==> src/rtl/bpu_gshare.sv <==
// Decode-stage branch predictor: JAL/B-type target plus selectable direction
// (never-taken, BTFN, bimodal, gshare), trained from execute, with statistics.
module bpu_gshare #(
   parameter int IDX_W  = 5,
   parameter int HIST_W = 5,
   parameter int CNT_W  = 32
) (
   input  logic             clk,
   input  logic             rst,
   input  logic [31:0]      inst_i,
   input  logic [31:0]      inst_addr_i,
   input  logic [1:0]       mode_i,
   output logic             bp_result_o,
   output logic [31:0]      bp_jump_addr_o,
   output logic [IDX_W-1:0] bp_idx_o,
   input  logic             upd_valid_i,
   input  logic [31:0]      upd_addr_i,
   input  logic [IDX_W-1:0] upd_idx_i,
   input  logic             upd_taken_i,
   input  logic             upd_mispred_i,
   input  logic             pred_valid_i,
   input  logic             clr_stats_i,
   output logic [CNT_W-1:0] pred_cnt_o,
   output logic [CNT_W-1:0] mispred_cnt_o
);

   localparam logic [6:0] OP_JAL = 7'b1101111;
   localparam logic [6:0] OP_BR  = 7'b1100011;
   localparam int         N      = 1 << IDX_W;

   logic [1:0]        bht [N];
   logic [1:0]        pht [N];
   logic [HIST_W-1:0] ghr;
   logic [HIST_W-1:0] ghr_next;

   logic              is_jal;
   logic              is_br;
   logic [31:0]       imm_j;
   logic [31:0]       imm_b;
   logic [31:0]       tgt_j;
   logic [31:0]       tgt_b;
   logic [IDX_W-1:0]  bht_idx;
   logic [IDX_W-1:0]  upd_bht_idx;
   logic              dir;

   wire unused_addr = &{1'b0, upd_addr_i[31:IDX_W+2], upd_addr_i[1:0]};

   function automatic logic [1:0] step(input logic [1:0] c, input logic t);
      if (t) return (c == 2'b11) ? c : c + 2'd1;
      else   return (c == 2'b00) ? c : c - 2'd1;
   endfunction

   assign is_jal = (inst_i[6:0] == OP_JAL);
   assign is_br  = (inst_i[6:0] == OP_BR);

   assign imm_j = {{12{inst_i[31]}}, inst_i[19:12], inst_i[20],
                   inst_i[30:21], 1'b0};
   assign imm_b = {{20{inst_i[31]}}, inst_i[7], inst_i[30:25],
                   inst_i[11:8], 1'b0};
   assign tgt_j = inst_addr_i + imm_j;
   assign tgt_b = inst_addr_i + imm_b;

   assign bht_idx     = inst_addr_i[IDX_W+1:2];
   assign upd_bht_idx = upd_addr_i[IDX_W+1:2];
   assign bp_idx_o    = bht_idx ^ IDX_W'(ghr);

   always_comb begin
      dir = 1'b0;
      unique case (mode_i)
         2'd0:    dir = 1'b0;
         2'd1:    dir = ($signed(tgt_b) < $signed(inst_addr_i));
         2'd2:    dir = bht[bht_idx][1];
         2'd3:    dir = pht[bp_idx_o][1];
         default: dir = 1'b0;
      endcase
   end

   always_comb begin
      bp_result_o    = 1'b0;
      bp_jump_addr_o = 32'd0;
      if (is_jal) begin
         bp_result_o    = 1'b1;
         bp_jump_addr_o = tgt_j;
      end else if (is_br) begin
         bp_result_o    = dir;
         bp_jump_addr_o = tgt_b;
      end
   end

   // Separate arrays, so equal bht/pht indices never collide.
   always_ff @(posedge clk) begin
      if (rst) begin
         for (int i = 0; i < N; i++) begin
            bht[i] <= 2'b10;
            pht[i] <= 2'b10;
         end
      end else if (upd_valid_i) begin
         bht[upd_bht_idx] <= step(bht[upd_bht_idx], upd_taken_i);
         pht[upd_idx_i]   <= step(pht[upd_idx_i], upd_taken_i);
      end
   end

   generate
      if (HIST_W == 1) begin : g_hist1
         assign ghr_next = upd_taken_i;
      end else begin : g_histn
         assign ghr_next = {ghr[HIST_W-2:0], upd_taken_i};
      end
   endgenerate

   always_ff @(posedge clk) begin
      if (rst)              ghr <= '0;
      else if (upd_valid_i) ghr <= ghr_next;
   end

   always_ff @(posedge clk) begin
      if (rst || clr_stats_i)
         pred_cnt_o <= '0;
      else if (pred_valid_i && is_br && pred_cnt_o != '1)
         pred_cnt_o <= pred_cnt_o + CNT_W'(1);
   end

   always_ff @(posedge clk) begin
      if (rst || clr_stats_i)
         mispred_cnt_o <= '0;
      else if (upd_valid_i && upd_mispred_i && mispred_cnt_o != '1)
         mispred_cnt_o <= mispred_cnt_o + CNT_W'(1);
   end

endmodule

==> config.mk <==
export PLATFORM = sky130hd
export DESIGN_NAME = bpu_gshare
export DESIGN_NICKNAME = d
export VERILOG_FILES = /design/src/rtl/bpu_gshare.sv
export SDC_FILE = /design/constraint.sdc
export NUM_CORES = 1
export LEC_CHECK = 0
export BUFFER_PORTS_ARGS = -buffer_cell sky130_fd_sc_hd__buf_2
export CAP_MARGIN = 20
export CORE_MARGIN = 2
export CORE_UTILIZATION = 40
export DETAILED_ROUTE_END_ITERATION = 10
export PLACE_DENSITY_LB_ADDON = 0.2
export REMOVE_ABC_BUFFERS = 1
export SYNTH_ARGS = -nofsm -noshare
export SYNTH_HDL_FRONTEND = slang
export SYNTH_SLANG_ARGS = --single-unit
export TNS_END_PERCENT = 10
==> constraint.sdc <==
create_clock -name clk -period 13.1 [get_ports clk]
set_clock_uncertainty 0.15 [all_clocks]
set_input_delay 1.31 -clock clk [delete_from_list [all_inputs] [get_ports clk]]
set_output_delay 1.31 -clock clk [all_outputs]
set_load 0.01 [all_outputs]
After elaboration in Yosys (flattened, before gate mapping)
Memory sizes are Yosys's and may differ from the RTL's.
Cells that the tools add are included.
{ "word_totals": {"output_inout_bits": 102, "ramBits": 128, "latch_bits": 0, "rom_bits": 0, "ff_bits": 69, "n_memories": 2, "inputBits": 110} }
{ "memory_table": {"columns": ["memory", "depth", "word_bits", "rd", "rd_clocked_by_memory_dff", "wr", "line", "source"], "rows": [
  ["bht", 32, 2, 2, 0, 32, "31", "logic [1:0] bht [N];"],
  ["pht", 32, 2, 2, 0, 32, "32", "logic [1:0] pht [N];"]
]} }
{ "op_classes": {"order_cmp": 1, "n_mux": 26, "multipliers": 0, "eq_ne": 9, "div_mod_pow": 0, "shifts": 0, "add_sub_neg": 8, "n_reduce_logical": 10, "bitwise_logic": 1} }
{ "ops": {"columns": ["cell", "n"], "rows": [
  ["$add 32x1->32 const B", 2],
  ["$add 32x32->32", 2],
  ["$mux 32", 2],
  ["$ne 32x32->1 const B", 2],
  ["$lt 32x32->1", 1],
  ["$mux 2", 12],
  ["$eq 7x7->1 const B", 2],
  ["$mux 5", 2],
  ["$mux 1", 9],
  ["$eq 2x2->1 const B", 4],
  ["$logic_not 2->1", 3],
  ["$xor 5x5->5", 1],
  ["$add 2x1->2 const B", 2],
  ["$logic_and 1x1->1", 4],
  ["$pmux 1 s4", 1],
  ["$reduce_or 2->1", 2],
  ["$sub 2x1->2 const B", 2],
  ["$eq 2x1->1 const B", 1],
  ["$logic_or 1x1->1", 1]
]} }

Longest topological paths before layout
An unclocked memory read counts as a cell.
{ "logic_depth": {"ltp_word": 7, "mapped_depth": 19} }

Worst setup path before layout
Ideal clock, no wire load.
{ "synth_timing": {"kind": "input -> output", "startpoint": "input inst_i[8]", "endpoint": "output bp_result_o", "setup_slack_ns": 6.406, "cell_stages": 19, "arrival_time_ns": 5.234, "required_time_ns": 11.640, "path_cell_list": "ha_1 fa_1 a211oi_1 o21ai_0 a21oi_1 a211oi_1 o41ai_2 buf_2 o21ai_0 xor2_1 ha_1 a21o_1 a21o_1 a21oi_1 o21ai_0 a2111oi_0 a22oi_1 o31a_1 nand2_1"} }
{ "synth_via": {"elab_chain_len": 5} }
{ "synth_rtl": {"columns": ["item", "line", "source"], "rows": [
  ["start: declaration", "10", "input logic [31:0] inst_i,"],
  ["$add 32x32->32", "61", "assign tgt_b = inst_addr_i + imm_b;"],
  ["$lt 32x32->1", "71", "2'd1: dir = ($signed(tgt_b) < $signed(inst_addr_i));"],
  ["$pmux 1 s4", "69", "unique case (mode_i)"],
  ["$mux 1", "84", "end else if (is_br) begin"],
  ["$mux 1", "81", "if (is_jal) begin"],
  ["end: declaration", "13", "output logic bp_result_o,"]
]} }
No other way between the ends.

Worst setup path in the final report
{ "layout_timing": {"startpoint": "input inst_addr_i[2]", "endpoint": "output bp_result_o"} }
{ "layout_via": {"elab_chain_len": 5, "word_cells_on_any_way": 8} }
{ "layout_rtl": {"columns": ["item", "line", "source"], "rows": [
  ["start: declaration", "11", "input logic [31:0] inst_addr_i,"],
  ["$add 32x32->32 / $xor 5x5->5 (equally long branches)", "61, 65", null],
  ["$lt 32x32->1 / $mem_v2 32x2 (equally long branches)", null, null],
  ["$pmux 1 s4 *", "69", null],
  ["$mux 1 *", "84", null],
  ["$mux 1 *", "81", null]
]} }
Mark *: on every way between the ends. The rest lies on a longest branch, timed or not.

==> results by group <==
Worst setup path
  • Worst EP required: 11.64 ns
  • R2r setup slk: 10.17 ns
  • Worst reg2reg path startpoint: bht[14][1]
  • Crit start category: input port
  • Critical-path cell list: buf_2 > ha_1 > a21oi_1 > o22ai_2 > o2111ai_1 > o31ai_1 > o31ai_1 > o2bb2ai_1 > o21bai_1 > xor2_1 > ha_1 > a21o_1 > a21o_1 > a21oi_1 > o21ai_0 > a2111oi_0 > a22oi_1 > o31a_1 > nand2_1 > buf_2
  • WP depth: 20
  • Crit-path max cell delay: 0.42 ns
  • WP data arrival: 6.19 ns
  • Max FO, Critical Path: 13
  • RR Endpoint: bht[16][0]
  • Slowest cell on the critical path: o2bb2ai_1
  • Setup crit end kind: output port
  • CP Buf/Inv Count: 2
  • Worst R2R Path Depth: 8
  • Crit-path leading delay family: compound AO/OA/AOI/OAI gates
  • WS Path Type: input port to output port

Clocking
  • CTS Buffer Depth: 2
  • Clk root buf: clkbuf_16
  • Clock transition at path regs: 0.08 ns
  • CTS buffer count: 17
  • CTS tree: built
  • Post-CTS Resized: 0
  • Setup bufs post-CTS: 0
  • H-tree depth: 4
  • Clock sink count: 197
  • CTS Hold Bufs: 0
  • Clk_lat worst skew: 0.45 ns

Pwr
  • Clock Power Share: 0.352
  • PnR Total Power: 1.56 mW
  • PwrDens: 97.9 nW/um^2
  • Sw frac: 0.301
  • Seq pwr share: 0.431
  • Net switching power: between 0.4 and 0.5 mW
  • Peak supply drop: 0.0000901 V
  • Comb pwr share: 0.217
  • Pleak: 6.15 nW
  • Int Pwr: 1.09 mW

Logic synthesis
  • Syn Area/Cell: approximately 9.3 um^2
  • Top-count cell post-synth: nor2_1
  • Yosys reg bits: 197
  • Synth top area share: 0.273
  • Mapped Cells: 1516
  • Synth Warn #: 0
  • Synth Flop Type: edfxtp_1
  • Post-synth EDFFs: 128
  • Top post-synthesis cells by area: edfxtp_1 27%, dfxtp_1 9.8%, mux4_2 7.5%
  • Mapped cell area: 14100 um^2
  • Distinct cell type count after synthesis: 81
  • FFs w/ async S/R, synth: 0
  • Most frequent cells after synthesis: 179 x nor2_1, 137 x nand2_1, 128 x edfxtp_1
  • Synth area leader: edfxtp_1
  • Register area share after synthesis: 0.371

Final layout
  • Layout Area Growth over Synthesis: 13.2%
  • Layout net count: about 1800
  • Fraction of layout cells with a size suffix above 1: 0.199

Place
  • Pre-CTS setup slack: 5.49 ns
  • IO Port Bufs: around 180
  • HPWL after DPL: 27.6 mm
  • Routability cong.: 0.866

Floorplan
  • Boundary Pins: 212
  • Die Y: 192 um
  • Die Wd: 192 um
  • Core Footprint: 34600 um^2
  • Initial Util: 0.407
  • Die ar.: ~37000 um^2
  • Row count: 68

Timing
  • Min setup slack post-route: around 5.4 ns
  • Slew HR: 0.220
  • Period minus WS final: 7.65 ns
  • Setup TNS: 0 ns
  • Fin. max-slew vios: 0
  • Worst-margin pin slew: 1.17 ns
  • Max Clk Rate: 131 MHz
  • Final hold vios: 0
  • RSZ-0062 raised after global routing: false
  • Period utilization: 0.584
  • Setup violations, final: 0

Global routing
  • GRT overflow: 0
  • Vias in the first global route: 11400
  • Largest net degree at the start of global routing: 65
  • Initial antenna violation count: 1
  • Gr usage total: 0.205
  • First-pass GRT wire length: ~59 mm

Job
  • Max-Cap Viols: 0

Min path
  • Hold WC Path Type: register to register
  • WHS Endpoint: mispred_cnt_o[23]
  • Hold path depth: 2
  • Worst Min Path Start: mispred_cnt_o[23]

Route
  • Max layer used: met4
  • Final WL: 37.7 mm
  • Drt pass-1 iters: 5
  • DRT iter0 DRCs: 909
  • Metal1 wirelength: 16.7 mm
  • Drt wl/cell: 17.8 um
  • Via Count: 11900
  • Wire length on met2: 18.1 mm
  • Metal3 WL: ~2.2 mm
  • Post-route ant nets: 0
  • DRC viols: 0
  • Vias per std cell: 5.60

Status
  • Outcome: finished clean
layout make-up:
type	count	area [um^2]
fill	3347	18700
multi-input combinational	1171	8250
sequential	197	5230
timing repair buffer	202	1050
tap	455	569
clock buffer	17	425
inverter	60	225
clock inverter	15	191
antenna	2	5.00
worst max path at each step:
stage                        start     endpoint  slack (ns)
floorplan                inst_i[8]  bp_result_o        6.14
global placement    inst_addr_i[2]  bp_result_o        5.55
global route        inst_addr_i[2]  bp_result_o        5.06
CTS                 inst_addr_i[2]  bp_result_o        5.51
finish              inst_addr_i[2]  bp_result_o        5.45
detailed placement  inst_addr_i[2]  bp_result_o        5.49
registers in the layout (all words and copies together), names as in the netlist:
name           flops
bht               64
ghr                5
mispred_cnt_o     32
pred_cnt_o        32
pht               64
per-stage QoR:
stage | hold WS, ns | std cells | area, um^2 | util
final | 0.363 | 2119 | 15900 | 0.460
after global routing | 0.387 | 2118 | 15900 | 0.460
after CTS | 0.362 | 2113 | 15900 | 0.459
after detailed placement | 0.350 | 2081 | 15300 | 0.442
after global placement | 0.328 | 2081 | 15300 | 0.442
after floorplan | 0.331 | 1428 | 13700 | -
worst min-delay path, stage by stage (launching register included):
cell and delay (ns):
dfxtp_1 0.33, o21ai_0 0.07, a21oi_1 0.06
cell usage in the layout, fill, tap and decap left out, types with 11 or more instances in the layout:
cell       instances
buf_2            185
nor2_1           179
nand2_1          137
edfxtp_1         128
nand3_1           79
ha_1              76
dfxtp_1           69
a21oi_1           67
inv_1             60
o21ai_0           55
xor2_1            51
nor3_1            49
mux4_2            47
nand2b_1          41
xnor2_1           40
a21o_1            36
or2_2             34
and3_1            28
nand4_1           25
and2_1            17
or3_1             17
clkbuf_16         17
buf_4             14
o31ai_1           13
a22oi_1           13
o21bai_1          12
a211oi_1          11
o211ai_1          11
power by group through the flow:
stage	Clock (mW)	Sequential (mW)	Combinational, mW
floorplan	0	0.685	0.226
global placement	0	0.686	0.332
detailed placement	0	0.686	0.336
CTS	0.561	0.672	0.338
global route	0.583	0.673	0.376
finish	0.550	0.672	0.338
kinds of logic after synthesis:
family | share of synthesized area
AND/OR/NAND/NOR | 0.224
multiplexers | 0.0916
AO/OA/AOI/OAI | 0.139
buffers and inverters | 0.0437
flip-flops | 0.371
adder cells (fa/ha/maj) | 0.0732
XOR/XNOR | 0.0566
per-layer routing:
metal | track usage | vias to the layer above
met5 | 0 | -
met4 | 0.0651 | 0
met3 | 0.0292 | 38
met2 | 0.343 | 308
met1 | 0.274 | 5712
li1 | - | 5808
Note: power is estimated with default switching activity, not from simulation.
